File: src/rtl/i2s_pkg.sv
// Shared types and constants for the I2S / left-justified stereo receiver.
package i2s_pkg;

    typedef enum logic [1:0] {SYNC, LEFT, RIGHT} i2s_state_t;

    localparam logic FMT_I2S = 1'b0;
    localparam logic FMT_LJ  = 1'b1;

endpackage

File: src/rtl/basic_bits.sv
// Small reusable bit-level helpers. edge_detect gives a one-cycle registered
// strobe on each rising edge of an already-synchronous input.
module edge_detect (
    input  logic clk,
    input  logic rst,
    input  logic d_i,
    output logic rise_o
);

    logic d_q;
    logic rise_q;

    always_ff @(posedge clk or posedge rst) begin
        if (rst) begin
            d_q    <= 1'b0;
            rise_q <= 1'b0;
        end else begin
            d_q    <= d_i;
            rise_q <= d_i & ~d_q;
        end
    end

    assign rise_o = rise_q;

endmodule

File: src/rtl/i2s_pin_sync.sv
// Brings the codec pins into the clk domain and derives the bit-clock
// rising-edge strobe (2 synchroniser stages plus the edge register).
module i2s_pin_sync (
    input  logic clk,
    input  logic rst,
    input  logic sck_i,
    input  logic ws_i,
    input  logic sd_i,
    output logic sck_p_o,
    output logic ws_s_o,
    output logic sd_s_o
);

    // bit order in both stages: {sck, ws, sd}
    logic [2:0] meta_q;
    logic [2:0] sync_q;

    always_ff @(posedge clk or posedge rst) begin
        if (rst) begin
            meta_q <= 3'b000;
            sync_q <= 3'b000;
        end else begin
            meta_q <= {sck_i, ws_i, sd_i};
            sync_q <= meta_q;
        end
    end

    edge_detect u_sck_edge (
        .clk    (clk),
        .rst    (rst),
        .d_i    (sync_q[2]),
        .rise_o (sck_p_o)
    );

    assign ws_s_o = sync_q[1];
    assign sd_s_o = sync_q[0];

endmodule

File: src/rtl/i2s_rx_stream.sv
// Stereo I2S / left-justified receiver: assembles MSB-first slots into
// DATA_W-bit left/right words and offers whole frames on a valid/ready stream.
module i2s_rx_stream
    import i2s_pkg::*;
#(
    parameter int DATA_W = 16,
    parameter int CNT_W  = 6
) (
    input  logic              clk,
    input  logic              rst,
    input  logic              sck,
    input  logic              ws,
    input  logic              sd,
    input  logic              fmt,
    output logic [DATA_W-1:0] out_left,
    output logic [DATA_W-1:0] out_right,
    output logic              out_valid,
    input  logic              out_ready,
    output logic              overrun,
    output logic [CNT_W-1:0]  slot_bits
);

    logic sck_p;
    logic ws_s;
    logic sd_s;

    i2s_pin_sync u_pin_sync (
        .clk     (clk),
        .rst     (rst),
        .sck_i   (sck),
        .ws_i    (ws),
        .sd_i    (sd),
        .sck_p_o (sck_p),
        .ws_s_o  (ws_s),
        .sd_s_o  (sd_s)
    );

    i2s_state_t        state_q, state_d;
    logic              ws_prev_q, ws_prev_d;
    logic [DATA_W-1:0] shift_q, shift_d;
    logic [CNT_W-1:0]  cnt_q, cnt_d;
    logic [DATA_W-1:0] left_q, left_d;
    logic [DATA_W-1:0] out_left_q, out_left_d;
    logic [DATA_W-1:0] out_right_q, out_right_d;
    logic              out_valid_q, out_valid_d;
    logic              overrun_q, overrun_d;
    logic [CNT_W-1:0]  slot_bits_q, slot_bits_d;

    logic              ws_chg;
    logic              lj;
    logic              frame_done;
    logic              load;
    logic [DATA_W-1:0] shift_in, fin_word, start_word;
    logic [CNT_W-1:0]  cnt_in, fin_cnt, start_cnt;

    // Bit n of a slot lands at DATA_W-1-n; bits beyond the word are dropped.
    function automatic logic [DATA_W-1:0] place_bit(input logic [DATA_W-1:0] word,
                                                    input logic [CNT_W-1:0]  n,
                                                    input logic              b);
        logic [DATA_W-1:0] r;
        r = word;
        for (int i = 0; i < DATA_W; i++) begin
            if (int'(n) == DATA_W - 1 - i) r[i] = b;
        end
        return r;
    endfunction

    function automatic logic [CNT_W-1:0] bump(input logic [CNT_W-1:0] n);
        return (n == '1) ? n : n + CNT_W'(1);
    endfunction

    always_comb begin
        state_d    = state_q;
        ws_prev_d  = ws_prev_q;
        shift_d    = shift_q;
        cnt_d      = cnt_q;
        left_d     = left_q;
        frame_done = 1'b0;

        ws_chg   = sck_p && (ws_s != ws_prev_q);
        lj       = (fmt == FMT_LJ);
        shift_in = place_bit(shift_q, cnt_q, sd_s);
        cnt_in   = bump(cnt_q);
        // In I2S the bit on the ws edge still belongs to the slot that is
        // ending; in LJ it is already the MSB of the slot that is starting.
        fin_word   = lj ? shift_q : shift_in;
        fin_cnt    = lj ? cnt_q : cnt_in;
        start_word = lj ? place_bit('0, '0, sd_s) : '0;
        start_cnt  = lj ? CNT_W'(1) : '0;

        if (sck_p) begin
            ws_prev_d = ws_s;
            if (ws_chg) begin
                case (state_q)
                    SYNC: begin
                        if (!ws_s) begin
                            state_d = LEFT;
                            shift_d = start_word;
                            cnt_d   = start_cnt;
                        end
                    end
                    LEFT: begin
                        state_d = RIGHT;
                        left_d  = fin_word;
                        shift_d = start_word;
                        cnt_d   = start_cnt;
                    end
                    RIGHT: begin
                        state_d    = LEFT;
                        frame_done = 1'b1;
                        shift_d    = start_word;
                        cnt_d      = start_cnt;
                    end
                    default: state_d = SYNC;
                endcase
            end else if (state_q != SYNC) begin
                shift_d = shift_in;
                cnt_d   = cnt_in;
            end
        end
    end

    // Stream handshake: a frame transfers in any cycle where out_valid and
    // out_ready are both high; while out_valid is high the data is held stable.
    // A completion in the accepting cycle reloads the holder without a bubble.
    always_comb begin
        out_left_d  = out_left_q;
        out_right_d = out_right_q;
        out_valid_d = out_valid_q;
        overrun_d   = overrun_q;
        slot_bits_d = slot_bits_q;

        load = frame_done && (!out_valid_q || out_ready);

        if (load) begin
            out_left_d  = left_q;
            out_right_d = fin_word;
            out_valid_d = 1'b1;
        end else if (out_valid_q && out_ready) begin
            out_valid_d = 1'b0;
        end

        if (frame_done) slot_bits_d = fin_cnt;
        if (frame_done && !load) overrun_d = 1'b1;
    end

    always_ff @(posedge clk or posedge rst) begin
        if (rst) begin
            state_q     <= SYNC;
            ws_prev_q   <= 1'b0;
            shift_q     <= '0;
            cnt_q       <= '0;
            left_q      <= '0;
            out_left_q  <= '0;
            out_right_q <= '0;
            out_valid_q <= 1'b0;
            overrun_q   <= 1'b0;
            slot_bits_q <= '0;
        end else begin
            state_q     <= state_d;
            ws_prev_q   <= ws_prev_d;
            shift_q     <= shift_d;
            cnt_q       <= cnt_d;
            left_q      <= left_d;
            out_left_q  <= out_left_d;
            out_right_q <= out_right_d;
            out_valid_q <= out_valid_d;
            overrun_q   <= overrun_d;
            slot_bits_q <= slot_bits_d;
        end
    end

    assign out_left  = out_left_q;
    assign out_right = out_right_q;
    assign out_valid = out_valid_q;
    assign overrun   = overrun_q;
    assign slot_bits = slot_bits_q;

endmodule

File: config.mk
export PLATFORM = sky130hd
export DESIGN_NAME = i2s_rx_stream
export DESIGN_NICKNAME = d
export VERILOG_FILES = /design/src/rtl/i2s_pkg.sv /design/src/rtl/basic_bits.sv /design/src/rtl/i2s_pin_sync.sv /design/src/rtl/i2s_rx_stream.sv
export SDC_FILE = /design/constraint.sdc
export NUM_CORES = 1
export LEC_CHECK = 0
export ABC_AREA = 0
export ABC_CLOCK_PERIOD_IN_PS = 5100
export CORE_AREA = 2 2 75 131
export DETAILED_ROUTE_END_ITERATION = 10
export DIE_AREA = 0 0 77 133
export PLACE_DENSITY_LB_ADDON = 0.15
export SYNTH_ARGS = -nofsm -noshare
export SYNTH_HDL_FRONTEND = slang
export SYNTH_SLANG_ARGS = --single-unit
File: constraint.sdc
create_clock -name clk -period 5.1 [get_ports clk]
set_input_delay 0.51 -clock clk [delete_from_list [all_inputs] [get_ports clk]]
set_output_delay 0.51 -clock clk [all_outputs]
set_load 0.03 [all_outputs]
* Word-level counts from Yosys, hierarchy flattened
Cells that the tools add are included.
** Storage, ports and cells
- Word-level logic and storage cells :: 91
- Register bits after elaboration :: 89
- Input bits :: 7
** Cells by class
- Reduce and logical (&&, ||, !) cells :: 16
- Add/sub/neg operators :: 1
- Bitwise logic cells :: 2
- Equality and inequality tests :: 22
- Mux-type cells :: 36
** Operator list (number)
- two-way mux 16 bit :: 5
- equality test 6 x 5 -> 1 bit, second input constant :: 8
- case mux 16 bit (2 select lines) :: 1
- two-way mux 6 bit :: 5
- equality test 6 x 4 -> 1 bit, second input constant :: 4
- two-way mux 1 bit :: 22
- equality test 6 x 3 -> 1 bit, second input constant :: 2
- case mux 6 bit (2 select lines) :: 1
- adder 6 x 1 -> 6 bit, second input constant :: 1
- equality test 6 x 2 -> 1 bit, second input constant :: 1
- equality test 6 bit, second input constant :: 1
- logical NOT 6 bit :: 1
- case mux 2 bit (3 select lines) :: 1
- AND reduction 3 bit :: 2
- nonzero test 2 bit :: 3
- logical AND 1 bit :: 4
- AND reduction 4 bit :: 1
- inequality test 3 x 2 -> 1 bit, second input constant :: 1
- inequality test 3 bit, second input constant :: 1
- equality test 2 x 1 -> 1 bit, second input constant :: 1
- equality test 2 bit, second input constant :: 1
- logical NOT 1 bit :: 2
- logical NOT 2 bit :: 1
- two-way mux 2 bit :: 1
- 6 further kinds :: 6

* Depth between registers and ports, before layout
Gate-level depths: netlist of the first run.
- Depth after elaboration :: 7
- Mapped depth :: 7

* Modules after synthesis
From an unflattened synthesis of the first run, not the netlist that was laid out.
** Second synthesis, totals
- Cell total of the unflattened synthesis :: 391
- Area total of the unflattened synthesis :: 4169.0 um2
** By module, submodules not included
- i2s_rx_stream :: times used 1, cells an instance 380, area each 3947.5 um2
- i2s_pin_sync :: times used 1, cells an instance 7, area each 153.9 um2
- edge_detect :: times used 1, cells an instance 4, area each 67.6 um2

* Worst setup path before layout of the first run
No wires, ideal clock.
- Path kind :: reg2reg
- Start :: reg cnt_q[0]
- End :: reg cnt_q[5]
- Arrival time :: 1634 ps
- Data required time :: 4981 ps
- Cell stages (with the launch flop) :: 6
- Path slack :: 3346 ps
- Setup time :: 119 ps
- Cell sequence :: dfrtp_1 > ha_1 > clkbuf_1 > or4b_1 > a21oi_1 > o21ba_2
** Between the ends
- Cells in the longest elaborated chain, start to end :: 4
- Elaborated cells on any way between the ends :: 5
** Ends and longest elaborated chain
- start: declaration :: RTL line i2s_rx_stream.sv:41 : logic [CNT_W-1:0] cnt_q, cnt_d;
- start signal: assignment :: RTL line i2s_rx_stream.sv:163 : cnt_q <= cnt_d;
- adder 6 x 1 -> 6 bit / equality test 6 bit (equally long branches) :: RTL line i2s_rx_stream.sv:69 : return (n == '1) ? n : n + CNT_W'(1);
- two-way mux 6 bit * :: RTL line i2s_rx_stream.sv:69
- two-way mux 6 bit * :: RTL line i2s_rx_stream.sv:116 : end else if (state_q != SYNC) begin
- two-way mux 6 bit * :: RTL line i2s_rx_stream.sv:93 : if (ws_chg) begin
Every way passes the cells marked *; elsewhere a longest branch is shown, timed or not. The select of a mux whose other input is x is not followed.
A chain may end at the register's enable or synchronous reset.

* Worst setup path in the final report of the first run
- Start :: reg cnt_q[2]
- End :: reg left_q[6]
** Between the ends
- Cells in the longest elaborated chain, start to end :: 3
** Ends and longest elaborated chain
- equality test 6 x 5 -> 1 bit :: RTL line i2s_rx_stream.sv:63 : if (int'(n) == DATA_W - 1 - i) r[i] = b;
- two-way mux 1 bit :: RTL line i2s_rx_stream.sv:63
- two-way mux 16 bit :: RTL line i2s_rx_stream.sv:86 : fin_word = lj ? shift_q : shift_in;
- end signal: assignment :: RTL line i2s_rx_stream.sv:164 : left_q <= left_d;
- end: declaration :: RTL line i2s_rx_stream.sv:42 : logic [DATA_W-1:0] left_q, left_d;
Every way passes these cells.

==> results.md, run 1 <==
Timing:
- Timing would allow up to 427 MHz.
- The number of failing setup endpoints in the final timing report is 0.
- The setup slack of the critical path after layout is between 2 and 3 ns.
- For the pin with the worst max-slew slack, the measured transition is 1.11 ns.
- The clock arrives with 0.00789 ns of skew.
- Dividing the final minimum period by the clock period gives 0.459.
- The number of max-slew violations in the final report is 0.
- The setup TNS is 0 ns.
- The count of final hold-check violations is 0.
- Measured against its own limit, the worst slew margin works out to 0.259.
- The time the final worst path needs with I/O delays and setup is about 2.3 ns.
- Setup repair after global routing left no endpoint under its margin.

Global routing:
- For met3 alone, demand over resource in global routing was 0.0362.
- Entering global routing, the biggest net connects 59 pins.
- The global routing usage on met2 is 0.286.
- The most crowded layer after global routing is met2.
- The total grt overflow is 0.
- The initial antenna violation count was 0.
- The number of global-route vias before repair is around 2,800.
- The total global-route track usage is 0.170.
- The met1 track demand over resource in global routing is 0.205.
- The wire length of the first global-routing pass is about 14,000 um.

Floorplan:
- The placeable core area is around 9300 um2.
- The die outline height is around 130 um.
- The number of top-level pins is 47.
- The count of standard-cell rows is 47.
- The area enclosed by the die boundary is about 10,000 um2.
- The effective utilization at floorplan is 0.439.
- The chip width is 77 um.

Power and ir drop:
- The analysis attributes to cell leakage a power of between 2 and 2.5 nW.
- The power density relative to cell area is 475 nW/um2.
- The combinational power share is 0.336.
- The share of total power dissipated in sequential elements is 0.412.
- The switching power as a share of total power is 0.348.
- VDD sags by at most 211 uV.
- The clock share of power is 0.252.
- The switching component of the power is 798 uW.
- The internal portion of the total power is 1.50 mW.

Worst hold path:
- The cell count of the worst hold path is 0.
- The worst min-delay path endpoint is u_pin_sync.sync_q[2].
- The startpoint of the most critical hold path is u_pin_sync.meta_q[2].
- The worst hold path belongs to the class flop to flop.

Logic synthesis:
- The average instance in the mapped netlist occupies 10.9 um2.
- The synthesized netlist cell count is between 300 and 400.
- The share of the Yosys chip area taken by registers is 0.547.
- The number of nets in the synthesized netlist is 390.
- The count of warnings emitted by yosys is 0.
- The number of distinct library cell variants in the gate-level netlist after synthesis is 43.
- The largest area contributor in the synthesized netlist is dfrtp_1.
- Of the post-synthesis cell area, the dominant cell type holds 0.547.
- Sorting the synthesized cells by area gives the leading types as dfrtp_1 55%, mux2_2 9.7%, a21oi_1 4.5%.
- The flip-flop and latch count after synthesis is 89.
- After synthesis the cells add up to slightly above 4000 um2.

Clock tree:
- The clock drives 89 sinks.
- The clock transition at the registers of the reported paths is 0.06 ns.
- For the worst-skew pair, the clock arrives at the later sink with an insertion delay of between 0.3 and 0.4 ns.
- Gates resized during post-CTS repair numbered 0.
- The H-tree was split into 3 levels.
- Post-CTS timing repair inserted 0 buffers for setup.
- In this run, CTS created clock tree buffers numbering 9.
- The CTS tree is done.
- The number of hold buffers added after cts is 0.
- The buffer levels on the longest clock path is 2.
- The cell at the root of the clock tree is clkbuf_16.

Route:
- The detailed router placed 2,846 vias in this run.
- In this run the remaining antenna-violating nets after routing total 0.
- The remaining design rule violation count is 0.
- For this block, the initial DRC count from the detailed router was 213.
- The total wire length is slightly above 8000 um.
- For this run, the detailed router's first-pass iteration total came to 5.
- In the routed layout, each cell is associated on average with a via count of 5.37.
- The post-detailed-route wirelength per cell is 15.3 um.

Setup path:
- The worst setup path is launched from a flop.
- Walking the worst path, the cells encountered are nor4b_2 > nand3_1 > mux2_2 > mux2_2.
- Counting cells, the worst reg-to-reg path comes to 4.
- The setup path with the least slack is of type flop to flop.
- The most numerous cell on the critical path is mux2_2.
- The worst endpoint required time is roughly 5.3 ns.
- The type of element capturing the critical path is a flop.
- The reg-to-reg endpoint is left_q[6].
- The data arrival time of the critical path is 2.55 ns.
- The cell with the biggest individual delay on the critical path is nor4b_2.
- In this run the register-to-register setup slack is about 2.8 ns.
- The delay of the slowest critical-path stage is 0.92 ns.
- In this run the worst path has a maximum fanout of 15.
- The startpoint identified for the worst register-to-register timing path is cnt_q[2].

Placement:
- The final weighted congestion in routability-driven placement is 0.806.
- The total of buffers placed on input and output ports is 46.
- The post-detailed-placement half-perimeter wirelength is 5460 um.
- The post-placement worst setup slack is approximately 2.5 ns.

Layout:
- The total number of nets in the final design is 420.
- The share of post-route cells with drive strength above 1 is 0.150.
- The number of antenna diodes in the final layout is 0.
- The post-synthesis to final-layout area growth is 18.4%.

Flow run:
- The max-capacitance violation count is 0.

Run status:
- The run finished with clean final reports.
==> through the flow <==
step | util | std cells | power [mW] | area (um2) | hold slack (ns)
finish | 0.519 | 530 | 2.29 | 4820 | 0.349
global route | 0.519 | 530 | 2.44 | 4820 | 0.353
CTS | 0.519 | 530 | 2.32 | 4820 | 0.351
detailed placement | 0.492 | 515 | 1.73 | 4570 | 0.338
global placement | 0.492 | 515 | 1.71 | 4570 | 0.335
floorplan | - | 374 | 1.47 | 4080 | 0.331
==> cell type report <==
type | count | area (um2)
Fill cell | 875 | 4470
Timing Repair Buffer | 50 | 490
Clock buffer | 12 | 236
Sequential cell | 89 | 2230
Multi-Input combinational cell | 232 | 1620
Tap cell | 122 | 153
Clock inverter | 3 | 18.8
Inverter | 22 | 83.8
==> cells in the final DEF (no fill, tap or decap), types with 4 or more instances in the layout <==
master,Yosys,routed
nand2_1,30,30
nor2b_1,5,5
nor2_1,19,19
a21oi_1,37,37
inv_1,22,21
a32o_1,8,8
buf_4,5,4
mux2_2,35,35
o21ai_0,7,7
ha_1,9,9
clkdlybuf4s50_1,0,46
dfrtp_1,89,89
o22ai_1,16,16
nand3_1,11,11
a31oi_1,16,16
clkbuf_16,0,9
o22a_1,4,4
==> state kept, by name, indices dropped and copies added (netlist names) <==
name	flops
shift_q	16
cnt_q	6
u_pin_sync.meta_q	3
out_right	16
overrun	1
state_q	2
ws_prev_q	1
u_pin_sync.u_sck_edge.d_q	1
u_pin_sync.sync_q	3
u_pin_sync.u_sck_edge.rise_o	1
slot_bits	6
out_left	16
out_valid	1
left_q	16
==> worst max path at each step <==
| stage | startpoint | end | slack, ns | depth (start not counted) |
|---|---|---|---|---|
| 2_1_floorplan | rst | cnt_q[0] | 2.28 | 1 |
| 3_3_place_gp | fmt | left_q[10] | 2.51 | 4 |
| 3_5_place_dp | fmt | left_q[2] | 2.47 | 4 |
| 4_1_cts | cnt_q[2] | left_q[6] | 2.74 | 4 |
| 5_1_grt | cnt_q[2] | left_q[6] | 2.61 | 4 |
| 6_report | cnt_q[2] | left_q[6] | 2.76 | 4 |
==> power by group through the flow <==
| stage | clock [mW] | sequential (mW) | combinational [mW] |
|---|---|---|---|
| final | 0.577 | 0.944 | 0.771 |
| after global routing | 0.624 | 0.968 | 0.844 |
| after CTS | 0.598 | 0.946 | 0.778 |
| after detailed placement | 0 | 0.958 | 0.775 |
| after global placement | 0 | 0.952 | 0.762 |
| after floorplan | 0 | 1.10 | 0.368 |
==> critical path: cells and delay by family (launching register included) <==
family	cells	cell delay, ns
and+or+nand+nor	2	1.09
muxes	2	0.60
DFF	1	0.53
==> cell usage after synthesis <==
master,instances
buf_4,5
nand2b_1,1
and3_1,3
nor2b_1,5
and4b_1,1
inv_1,22
o2bb2ai_1,1
o21ba_2,2
a32o_1,8
dfrtp_1,89
clkbuf_1,14
nor2_1,19
nand3_1,11
xor2_2,1
o32a_1,1
or3_1,1
xnor2_1,3
mux2_1,1
o22a_1,4
clkbuf_2,1
mux2i_1,1
nor4b_2,2
o21ai_0,7
a41oi_1,1
a21o_1,1
and4_1,1
mux2_2,35
nand4_1,1
nor3_1,3
nor4_1,1
o22ai_1,16
buf_2,11
or4b_1,1
a21oi_1,37
nand3b_1,2
and4bb_2,1
nand4b_1,1
a31o_2,1
nand2_1,30
a31oi_1,16
or2_2,2
o221ai_1,1
ha_1,9
==> layer usage <==
metal | vias up | share of wire
met1 | 1390 | 0.42
met2 | 58 | 0.52
met5 | - | 0
met4 | 0 | 0.031
li1 | 1382 | -
met3 | 16 | 0.032
==> cells by family after synthesis <==
logic type,after synthesis,share of synthesized area
AO/OA/AOI/OAI,96,0.149
buffers and inverters,53,0.0571
adder cells (fa/ha/maj),9,0.0276
multiplexers,37,0.102
flip-flops,89,0.547
XOR/XNOR,4,0.0104
AND/OR/NAND/NOR,86,0.107
Note: power is estimated with default switching activity, not from simulation.
==> run 2: changes to the inputs <==
- ABC_CLOCK_PERIOD_IN_PS: 5100 -> 2500
- clock period: 5.1 -> 2.5 ns (I/O delays scaled with it)
==> run 2 against run 1 <==
Against the previous run: die area did not move; sequential share of layout area down 1.4 points; first-iteration DRC count down 27%; worst hold slack lost 0.020 ns; critical path depth grew 2; combinational power is 110% higher; total power is 120% higher; non-clock buffer count rose by 7; final area is 3.2% higher; critical path type unchanged; largest cell class unchanged; largest power group unchanged; highest routed layer unchanged.
==> results.md, run 2 (synthesis results as in run 1) <==
Placement:
- The total of buffers placed on input and output ports came to 46 (unchanged).
- The final weighted congestion in routability-driven placement is 0.773 (was 0.806).
- The placed cell count is 522 (was 515).
- The post-detailed-placement half-perimeter wirelength is 5760 um (was 5460 um).

Timing:
- The setup TNS is 0 ns (unchanged).
- The number of max-slew violations in the final report is 0 (unchanged).
- The time the final worst path needs with I/O delays and setup is 2.13 ns (was 2.34 ns).
- The final clock skew came to 0.00915 ns (was 0.00789 ns).
- The number of failing setup endpoints in the final timing report is 0 (unchanged).
- The relative max-transition margin is 0.285 (was 0.259).
- The maximum operating frequency came to 469 MHz (was 427 MHz).
- RSZ-0062 raised after global routing: false (unchanged).
- The slew of the pin with the lowest slew margin is 1.07 ns (was 1.11 ns).
- The final critical-path share of the clock period is 0.853 (was 0.459).
- The count of final hold-check violations is 0 (unchanged).

Setup path:
- The cell with the biggest individual delay on the critical path is o22a_1 (was nor4b_2).
- The data arrival time of the critical path was 2.36 ns (was 2.55 ns).
- The startpoint of the most critical register-to-register path is state_q[0] (was cnt_q[2]).
- Cell-by-cell trace of the critical path: inv_1 > ha_1 > nand2b_1 > o22a_1 > a31o_2 > a32o_1 (was nor4b_2 > nand3_1 > mux2_2 > mux2_2).
- The delay of the slowest critical-path stage was 0.53 ns (was 0.92 ns).
- The reg2reg setup slack is 0.37 ns (was 2.76 ns).
- The length in cells of the worst reg-to-reg path is 6 (was 4).
- The destination of the critical timing path is cnt_q[1] (was left_q[6]).
- The worst endpoint required time came to 2.72 ns (was 5.31 ns).
- The biggest fanout along the worst timing path is 23 (was 15).
- The reg-to-reg endpoint is cnt_q[1] (was left_q[6]).
- The start point of the critical path is state_q[0] (was cnt_q[2]).
- The type of element capturing the critical path is a flop (unchanged).
- The category of the most critical setup path was flop to flop (unchanged).
- The critical path startpoint category is a flop (unchanged).

Layout:
- The final non-filler cell total was 538 (was 530).
- The post-synthesis to final-layout area growth came to 22.2% (was 18.4%).
- The total number of nets in the final design was 427 (was 420).
- The count of inserted antenna diode cells is 0 (unchanged).
- The utilization of the core after routing was 0.536 (was 0.519).
- The most common cell after layout, fill and taps aside is dfrtp_1 (unchanged).
- Most used cells in the layout excluding fill and tap cells: 89 x dfrtp_1, 46 x clkdlybuf4s50_1, 37 x a21oi_1, 35 x mux2_2, 30 x nand2_1 (unchanged).
- The share of post-route cells with drive strength above 1 was 0.173 (was 0.150).
- The count of filler cells inserted in the layout came to 894 (was 875).

Floorplan:
- The chip width was 77 um (unchanged).
- The area enclosed by the die boundary is 10,200 um2 (unchanged).
- The count of standard-cell rows came to 47 (unchanged).
- The effective utilization at floorplan was 0.439 (unchanged).
- The placeable core area came to 9290 um2 (unchanged).
- The number of top-level pins came to 47 (unchanged).
- The die outline height is 133 um (unchanged).

Clock tree:
- The cell at the root of the clock tree is clkbuf_16 (unchanged).
- The H-tree depth reported by CTS came to 3 (unchanged).
- The total of cells resized after clock tree synthesis is 0 (unchanged).
- The CTS buffer count was 9 (unchanged).
- The buffer count from post-CTS setup fixing is 0 (unchanged).
- The CTS tree is done (unchanged).
- The number of hold buffers added after cts came to 0 (unchanged).
- The number of sinks on the clock net came to 89 (unchanged).
- The source-to-sink clock delay at the later pin of the worst-skew pair is 0.34 ns (was 0.33 ns).
- The buffer levels on the longest clock path came to 2 (unchanged).
- The clock transition at the registers of the reported paths is 0.07 ns (was 0.06 ns).

Global routing:
- The number of global-route vias before repair is 2,816 (was 2,783).
- The wire length of the first global-routing pass is 14,100 um (was 13,800 um).
- The initial antenna violation count came to 0 (unchanged).
- The total grt overflow came to 0 (unchanged).
- The pin count of the biggest net entering global routing was 41 (was 59).
- The total global-route track usage is 0.175 (was 0.170).

Flow run:
- The max-capacitance violation count is 0 (unchanged).

Route:
- The post-detailed-route wirelength per cell is 15.3 um (about the same).
- The mean number of vias per cell is 5.43 (was 5.37).
- The total wire length was 8250 um (was 8100 um).
- The remaining design rule violation count is 0 (unchanged).
- The detailed-route via count is 2,922 (was 2,846).
- The post-route antenna net violation count is 0 (unchanged).
- The first-iteration detailed-routing DRC count is 156 (was 213).
- The iteration count of the initial detailed-routing pass is 4 (was 5).

Power and ir drop:
- The power density relative to cell area came to 995 nW/um2 (was 475 nW/um2).
- The worst voltage drop across the vdd grid is 666 uV (was 211 uV).
- The power consumption was 4.96 mW (was 2.29 mW).
- The leakage power is 2.17 nW (was 2.09 nW).

Run status:
- Result of the run: finished clean (unchanged).

Worst hold path:
- The class of the most critical hold timing path is input pin to async pin (was flop to flop).
-- run 2: cell types whose count changed in the layout (fill, tap and decap cells not counted) --
cell | before | now
buf_12 | 0 | 3
buf_4 | 4 | 8
bufinv_16 | 0 | 2
clkbuf_1 | 3 | 0
clkinvlp_4 | 0 | 1
inv_6 | 0 | 1
-- run 2: cell type report --
class	count	area (um2)	share of cell area
Multi-Input combinational cell	232	1620	0.324
Inverter	22	86.3	0.0173
Tap cell	122	153	0.0307
Timing Repair Buffer	57	581	0.117
Clock inverter	7	92.6	0.0186
Clock buffer	9	225	0.0452
Sequential cell	89	2230	0.447
-- run 2: routing by layer --
metal  up-vias  global-route usage  routed length [um]
met5         -                   0                   0
met4         0              0.0655                 157
met3        12              0.0437                 332
met2        61               0.307                4400
met1      1449               0.204                3360
li1       1400                   -                   -
-- run 2: worst min path at each step --
stage / startpoint / to / cells after the start
finish: rst / out_right[1] / 2
global route: sd / u_pin_sync.meta_q[0] / 1
CTS: sd / u_pin_sync.meta_q[0] / 1
detailed placement: u_pin_sync.meta_q[1] / u_pin_sync.sync_q[1] / 0
global placement: u_pin_sync.meta_q[1] / u_pin_sync.sync_q[1] / 0
floorplan: sd / u_pin_sync.meta_q[0] / 0
-- run 2: critical path, delay by kind of cell, from the launching register on --
kind	cells	cell delay (ns)
compound gates	3	1.11
fa+ha+maj	1	0.25
simple gates	1	0.18
flops	1	0.40
buf+inv	1	0.08
-- run 2: stage by stage --
stage / setup slack (ns) / hold WS [ns] / instance area [um2]
after floorplan: 0.746 / 0.281 / 4080
after global routing: 0.230 / 0.344 / 4980
after detailed placement: 0.402 / 0.335 / 4660
final: 0.368 / 0.329 / 4980
after global placement: 0.439 / 0.333 / 4660
after CTS: 0.377 / 0.337 / 4980
-- run 2: where the power goes --
| group | total (mW) | internal [mW] | switching (mW) |
|---|---|---|---|
| sequential | 1.92 | 1.74 | 0.189 |
| combinational | 1.61 | 0.666 | 0.941 |
| clock | 1.43 | 0.875 | 0.552 |
| total | 4.96 | 3.28 | 1.68 |
